[config.mk]
export PLATFORM = sky130hd
export DESIGN_NAME = sprite_cmd_queue
export DESIGN_NICKNAME = d
export VERILOG_FILES = /design/src/rtl/sprite_cmd_queue.sv
export SDC_FILE = /design/constraint.sdc
export NUM_CORES = 1
export LEC_CHECK = 0
export BUFFER_PORTS_ARGS = -buffer_cell sky130_fd_sc_hd__buf_2
export CORE_MARGIN = 4
export CORE_UTILIZATION = 61
export DETAILED_ROUTE_END_ITERATION = 10
export PLACE_DENSITY_LB_ADDON = 0.08
export SYNTH_ARGS = -nofsm -noshare
export SYNTH_HDL_FRONTEND = slang
export SYNTH_SLANG_ARGS = --single-unit
[constraint.sdc]
create_clock -name clk -period 5.75 [get_ports clk]
set_input_delay 0.575 -clock clk [delete_from_list [all_inputs] [get_ports clk]]
set_output_delay 0.575 -clock clk [all_outputs]
set_load 0.01 [all_outputs]
[src/rtl/sprite_cmd_queue.sv]
// Vblank-gated command FIFO feeding the sprite display blocks.
// Optional CMDQ_DROP_ON_FULL_EN: drop writes to a full FIFO instead of stalling.
module sprite_cmd_queue #(
  parameter int unsigned DEPTH        = 16,
  parameter int unsigned VBLANK_START = 480,
  parameter logic [31:0] IDLE_WORD    = 32'h0000_0000
) (
  input  logic                   clk,
  input  logic                   reset_n,
  input  logic                   avs_write,
  input  logic [31:0]            avs_writedata,
  output logic                   avs_waitrequest,
  input  logic [9:0]             hcount,
  input  logic [9:0]             vcount,
  output logic [31:0]            cmd_out,
  output logic                   cmd_valid,
  output logic [$clog2(DEPTH):0] level,
  output logic                   frame_done,
  output logic                   overflow
);

  localparam int AW = $clog2(DEPTH);
  localparam int LW = AW + 1;
  localparam logic [9:0] VB = 10'(VBLANK_START);

  typedef enum logic [1:0] {
    IDLE,
    DRAIN,
    HOLD
  } state_e;

  state_e        state_q;
  logic [31:0]   mem_q [DEPTH];
  logic [AW-1:0] wr_ptr_q;
  logic [AW-1:0] rd_ptr_q;
  logic [LW-1:0] level_q;
  logic [LW-1:0] level_d;
  logic          vblank_q;
  logic [31:0]   cmd_q;
  logic          valid_q;
  logic          done_q;

  logic          in_vblank;
  logic          full;
  logic          empty;
  logic          push;
  logic          pop;
  logic          pop_commit;
  logic [31:0]   head;
  logic          unused_hcount;

  assign unused_hcount = ^hcount;

  assign in_vblank  = (vcount >= VB);
  assign full       = (level_q == LW'(DEPTH));
  assign empty      = (level_q == '0);
  assign head       = mem_q[rd_ptr_q];
  assign pop        = (state_q == DRAIN) && in_vblank && !empty;
  assign pop_commit = pop && (head[20:17] == 4'hF);
  // full is sampled before any pop, so a full FIFO refuses the push
  assign push       = avs_write && !full;
  assign level_d    = level_q + LW'(push) - LW'(pop);

  always_ff @(posedge clk) begin
    if (push) begin
      mem_q[wr_ptr_q] <= avs_writedata;
    end
  end

  always_ff @(posedge clk or negedge reset_n) begin
    if (!reset_n) begin
      wr_ptr_q <= '0;
      rd_ptr_q <= '0;
      level_q  <= '0;
    end else begin
      if (push) wr_ptr_q <= wr_ptr_q + AW'(1);
      if (pop)  rd_ptr_q <= rd_ptr_q + AW'(1);
      level_q <= level_d;
    end
  end

  always_ff @(posedge clk or negedge reset_n) begin
    if (!reset_n) begin
      state_q  <= IDLE;
      vblank_q <= 1'b1;
      cmd_q    <= IDLE_WORD;
      valid_q  <= 1'b0;
      done_q   <= 1'b0;
    end else begin
      vblank_q <= in_vblank;
      cmd_q    <= pop ? head : IDLE_WORD;
      valid_q  <= pop;
      done_q   <= pop_commit;
      unique case (state_q)
        IDLE: begin
          if (in_vblank && !vblank_q) state_q <= DRAIN;
        end
        DRAIN: begin
          if (!in_vblank)      state_q <= IDLE;
          else if (pop_commit) state_q <= HOLD;
        end
        HOLD: begin
          if (!in_vblank) state_q <= IDLE;
        end
        default: state_q <= IDLE;
      endcase
    end
  end

`ifdef CMDQ_DROP_ON_FULL_EN
  logic ovf_q;

  always_ff @(posedge clk or negedge reset_n) begin
    if (!reset_n) begin
      ovf_q <= 1'b0;
    end else if (avs_write && full) begin
      ovf_q <= 1'b1;
    end
  end

  assign avs_waitrequest = 1'b0;
  assign overflow        = ovf_q;
`else
  assign avs_waitrequest = full;
  assign overflow        = 1'b0;
`endif

  assign cmd_out    = cmd_q;
  assign cmd_valid  = valid_q;
  assign frame_done = done_q;
  assign level      = level_q;

endmodule

* Word level (Yosys, flattened, before mapping)
Memories as Yosys holds them, arrays and structs flattened. Index checks and enable logic that the tools add are counted.
Word-level totals: register bits after elaboration 50, bits in writable memories 512, input bits 55, output and inout bits 41, logic and storage cells 40, memories 1
Operators by class: $add $sub $neg 4, magnitude comparators 1, equal/unequal tests 7, muxes and demuxes 8, reductions and logical operators 11
Memories:
- mem_q | depth 16, bits a word 32, rd ports 1, clocked after Yosys merged registers in 0, wr ports 1, RTL line 33 | logic [31:0] mem_q [DEPTH];
Operators by type and width (number):
- $mux 32 | 1
- $ge 10x9->1 const B | 1
- $add 4x1->4 const B | 2
- $mux 2 | 4
- $pmux 2 s3 | 1
- $add 5x1->5 | 1
- $eq 5x5->1 const B | 1
- $logic_and 1x1->1 | 5
- $logic_not 5->1 | 1
- $sub 5x1->5 | 1
- $eq 4x4->1 const B | 1
- $ne 2x2->1 const B | 2
- $logic_not 1->1 | 3
- $ne 3x3->1 const B | 1
- $reduce_and 3->1 | 1
- $eq 2x1->1 const B | 1
- $eq 2x2->1 const B | 1
- $logic_not 2->1 | 1
- $mux 1 | 2

* Longest topological paths before layout
depth in word-level cells 7, mapped depth 15, mapped depth without buffers 14

* Least setup slack after synthesis
No wires, ideal clock.
kind register to register, from register level_q[2], in the netlist level[2], to memory mem_q[0][0], enable pin, setup time 0.502 ns, arrival time 4.397 ns, required time 5.248 ns, path slack 0.851 ns, cell stages (with the launch flop) 9, path buffers 1, clock period less this slack 4.899 ns, path through dfrtp_1 -> inv_1 -> ha_1 -> or3b_1 -> nor2_1 -> nor2b_1 -> clkbuf_1 -> inv_2 -> nor4_1
Between the ends: cells in the longest elaborated chain, start to end 5
RTL lines:
- start: declaration | RTL line 36 | logic [LW-1:0] level_q;
- start signal: assignment | RTL line 78 | level_q <= level_d;
- $eq 5x5->1 | RTL line 55 | assign full = (level_q == LW'(DEPTH));
- via avs_waitrequest | RTL line 12 | output logic avs_waitrequest,
- $logic_not 1->1 | RTL line 61 | assign push = avs_write && !full;
- $logic_and 1x1->1 | RTL line 61
- $mux 1 | RTL line 65 | if (push) begin
- $mux 1 (not written as such) | RTL line 66 | mem_q[wr_ptr_q] <= avs_writedata;
- end: declaration | RTL line 33
The timed path passes the listed nets, and every way through them passes these cells.

* Worst setup path after layout
from register level_q[3], in the netlist level[3], to register level_q[4], in the netlist level[4]
Between the ends: elaborated cells between the ends (all ways) 8, those cells by class add/sub (2); eq/ne (1); reduce/logical (5)
RTL lines:
- $logic_not 5->1 | RTL line 56 | assign empty = (level_q == '0);
- $logic_not 1->1 | RTL line 58 | assign pop = (state_q == DRAIN) && in_vblank && !empty;
- $logic_and 1x1->1 | RTL line 58
- via pop | RTL line 47 | logic pop;
- $sub 5x1->5 | RTL line 62 | assign level_d = level_q + LW'(push) - LW'(pop);
- via level_d[4] | RTL line 37 | logic [LW-1:0] level_d;
The timed path passes the listed nets, and every way through them passes these cells. A chain may end at the register's enable or synchronous reset.

==> flow_metrics.env <==
export IMPL_finalHoldViolations=0
export IMPL_worst_endpoint_arrival_ps=4080
export IMPL_timing_final_setup_violations=0
export IMPL_synthToLayoutAreaGrowth_pct=13.8
export IMPL_die_area_sq_um=37900
export IMPL_crit_path_end_kind="flip-flop"
export IMPL_chipHeight_microns=195
export IMPL_clk_root_buffer_cell="sky130_fd_sc_hd__clkbuf_16"
export IMPL_final_routed_wirelength_across_all_metal_layers_microns=43000
export IMPL_nNetsFinal=1082
export IMPL_endpoint="level[4]"
export IMPL_r2r_worst_path_cells=14
export IMPL_share_of_the_yosys_chip_area_belonging_to_registers_pct=78.2
export IMPL_rsz0062_at_grt="false"
export IMPL_detailedRoute_firstIterationViolations=994
export IMPL_avgSynthCellArea_sq_um=23.7
export IMPL_synth_cell_type_count=41
export IMPL_post_cts_setup_buffers=0
export IMPL_drc=0
export IMPL_netlist_area_before_placement_sq_um=21300
export IMPL_fmax_mhz=279
export IMPL_fin_worst_skew_ps=17.4
export IMPL_postSynthCellCount=897
export IMPL_via_count_of_the_first_global_routing_pass=10200
export IMPL_slew_violations=0
export IMPL_power_net_switching_mw=3.07
export IMPL_numPortBuffers=79
export IMPL_setup_reg_to_reg_worst_slack_ps=2170
export IMPL_placementRows=68
export IMPL_worstHoldPathType="input pin to async pin"
export IMPL_grt_ovfl_total=0
export IMPL_layout_drive_gt1_share_pct=34.9
export IMPL_h_tree_depth=2
export IMPL_synthDominantAreaCellType="sky130_fd_sc_hd__edfxtp_1"
export IMPL_postRouteAntennaNets=0
export IMPL_maximum_clock_path_buffer_count=3
export IMPL_clk_pin_slew_ps=60
export IMPL_global_route_wire_length_before_repair_microns=65600
export IMPL_power_density_nw_per_um2=484
export IMPL_cts_hold_buffers_added=0
export IMPL_tritoncts="done"
export IMPL_pwr_share_clk_pct=31.7
export IMPL_dieWidth_microns=195
export IMPL_fin_crit_ps=3580
export IMPL_dominantRegCellSynth="sky130_fd_sc_hd__edfxtp_1"
export IMPL_yosys_cell_count_top_type="sky130_fd_sc_hd__edfxtp_1"
export IMPL_detail_route_vias_per_cell=6.29
export IMPL_synth_async_sr_flop_share_pct=8.90
export IMPL_io_pin_count=96
export IMPL_synth_area_top_cells="sky130_fd_sc_hd__edfxtp_1, sky130_fd_sc_hd__mux4_2, sky130_fd_sc_hd__dfrtp_1"
export IMPL_timing_worst_slew_pin_value_ps=1050
export IMPL_power_static_leakage_nw=8.12
export IMPL_core_area_sq_um=34500
export IMPL_via_count=9543
export IMPL_intPower_mw=8.65
export IMPL_grt_antenna_before_repair=2
export IMPL_worst_ir_drop_vdd_mv=0.321
export IMPL_cts_resized_gates=0
export IMPL_cts_num_sinks=562
export IMPL_status="finished clean"
export IMPL_final_seq_area_sq_um=16600
export IMPL_synth_edff_count=512
export IMPL_area_of_combinational_cells_with_multiple_inputs_sq_um=4420
export IMPL_synth_nets=964
export IMPL_biggest_fanout_along_the_worst_timing_path=34
export IMPL_max_slew_margin_rel_pct=29.9
export IMPL_crit_path_start_kind="flip-flop"
export IMPL_synth_top_area_share_pct=72.3
export IMPL_worst_r2r_startpoint="level[3]"
export IMPL_final_hold_worst_slack_ps=181
export IMPL_sequential_fraction_of_design_power_pct=45.2
export IMPL_max_capacitance_violation_total=0
export IMPL_worst_endpoint_required_ps=6250
export IMPL_final_min_period_over_clock_period_pct=62.2
export IMPL_numCtsBuffers=54
export IMPL_fillerInstances=2064
export IMPL_clkLatencyLatePin_ps=590
export IMPL_r2r_end="level[4]"
export IMPL_comb_power_share_pct=23.1
export IMPL_start_point_of_the_critical_path="level[3]"
export IMPL_total_global_route_track_usage_pct=23.6
export IMPL_initial_core_util_pct=61.7
export IMPL_gp_congestion=0.759
export IMPL_synth_commonest_cells="sky130_fd_sc_hd__edfxtp_1, sky130_fd_sc_hd__mux4_2, sky130_fd_sc_hd__dfrtp_1, sky130_fd_sc_hd__nor2b_1, sky130_fd_sc_hd__clkbuf_1"
export IMPL_setup_tns_final_ps=0
export IMPL_hpwlAfterDp_microns=22300
export IMPL_drt_pass1_iter_count=5
export IMPL_avgRoutedWirePerCell_microns=28.3
export IMPL_ys_ff_latch=562
export IMPL_synth_warning_count=0
export IMPL_switching_share_pct=26.2
export IMPL_crit_type="flip-flop to flip-flop"
export IMPL_grt_max_degree=71
per-layer routing:
metal | vias up | part of all wire [%] | global-route usage [%] | wire, microns
li1 | 3994 | - | - | -
met1 | 5150 | 40 | 33.4 | 17300
met2 | 333 | 52 | 39.7 | 22500
met3 | 62 | 5.4 | 3.47 | 2320
met4 | 4 | 1.7 | 6.20 | 750
met5 | - | 0.063 | 0 | 27
registers in the layout (all words and copies together), names as in the netlist:
signal      cells
vblank_q        1
frame_done      1
wr_ptr_q        4
mem_q         512
level           5
cmd_out        32
state_q         2
cmd_valid       1
rd_ptr_q        4
power by group through the flow:
stage	logic (mW)	registers [mW]	clock network, mW
after floorplan	2.20	5.17	0
after global placement	2.67	5.35	0
after detailed placement	2.75	5.39	0
after CTS	2.76	5.31	3.77
after global routing	2.92	5.36	3.96
final	2.71	5.30	3.71
how the worst min path moves through the flow:
| stage | end |
|---|---|
| after global routing | cmd_out[28] |
| after CTS | cmd_out[27] |
| after global placement | level[0] |
| after floorplan | cmd_out[0] |
| final | cmd_out[26] |
| after detailed placement | level[0] |
cell usage in the layout, fill, tap and decap left out, drive strengths merged, types with 11 or more instances in the layout:
| cell | Yosys | final |
|---|---|---|
| clkinv | 0 | 20 |
| nor2b | 30 | 30 |
| mux4 | 152 | 152 |
| mux2i | 12 | 12 |
| dfrtp | 49 | 49 |
| buf | 20 | 105 |
| clkbuf | 23 | 74 |
| ha | 11 | 11 |
| and2 | 11 | 11 |
| inv | 16 | 16 |
| edfxtp | 512 | 512 |
cells by family (layout without fill, tap and decap cells):
family | Yosys count | after routing | synth area share [%]
DFF | 562 | 562 | 78.2
xor gates and xnor gates | 10 | 10 | 0.412
other | 1 | 3 | 0.0176
and+or+nand+nor | 68 | 68 | 1.84
AOI/OAI and AO/OA | 21 | 21 | 0.730
muxes | 164 | 164 | 16.7
buffers and inverters | 59 | 223 | 1.42
adders and majority gates | 12 | 12 | 0.741
worst max-delay path, stage by stage (launching register included):
cell                        delay, ps
sky130_fd_sc_hd__dfrtp_1          400
sky130_fd_sc_hd__inv_1             90
sky130_fd_sc_hd__ha_1             140
sky130_fd_sc_hd__or3b_1           410
sky130_fd_sc_hd__o2111ai_4        190
sky130_fd_sc_hd__buf_4            580
sky130_fd_sc_hd__inv_2            190
sky130_fd_sc_hd__ha_1             330
sky130_fd_sc_hd__inv_1             40
sky130_fd_sc_hd__ha_1             200
sky130_fd_sc_hd__fa_1             440
sky130_fd_sc_hd__a21oi_1          160
sky130_fd_sc_hd__nor2_1            60
sky130_fd_sc_hd__nor2_1           120
sky130_fd_sc_hd__xnor2_1          140
layout make-up:
type	instances	area share, %
inverter	16	0.248
antenna	2	0.0207
timing repair buffer	105	2.49
tap	455	2.35
multi-input combinational	276	18.3
clock inverter	28	1.38
clock buffer	74	6.49
sequential	562	68.7
per-stage QoR:
stage                     total power [mW]  area (sq um)  utilization (%)  instances  worst slack (ps)
after global routing                  12.2         24200             70.2       1516              1980
after detailed placement              8.14         22300             64.7       1414              2200
after global placement                8.02         22300             64.7       1414              2260
after CTS                             11.8         24200             70.2       1516              2180
after floorplan                       7.37         21300                -        897               851
final                                 11.7         24200             70.2       1518              2170
Note: power is estimated with default switching activity, not from simulation.
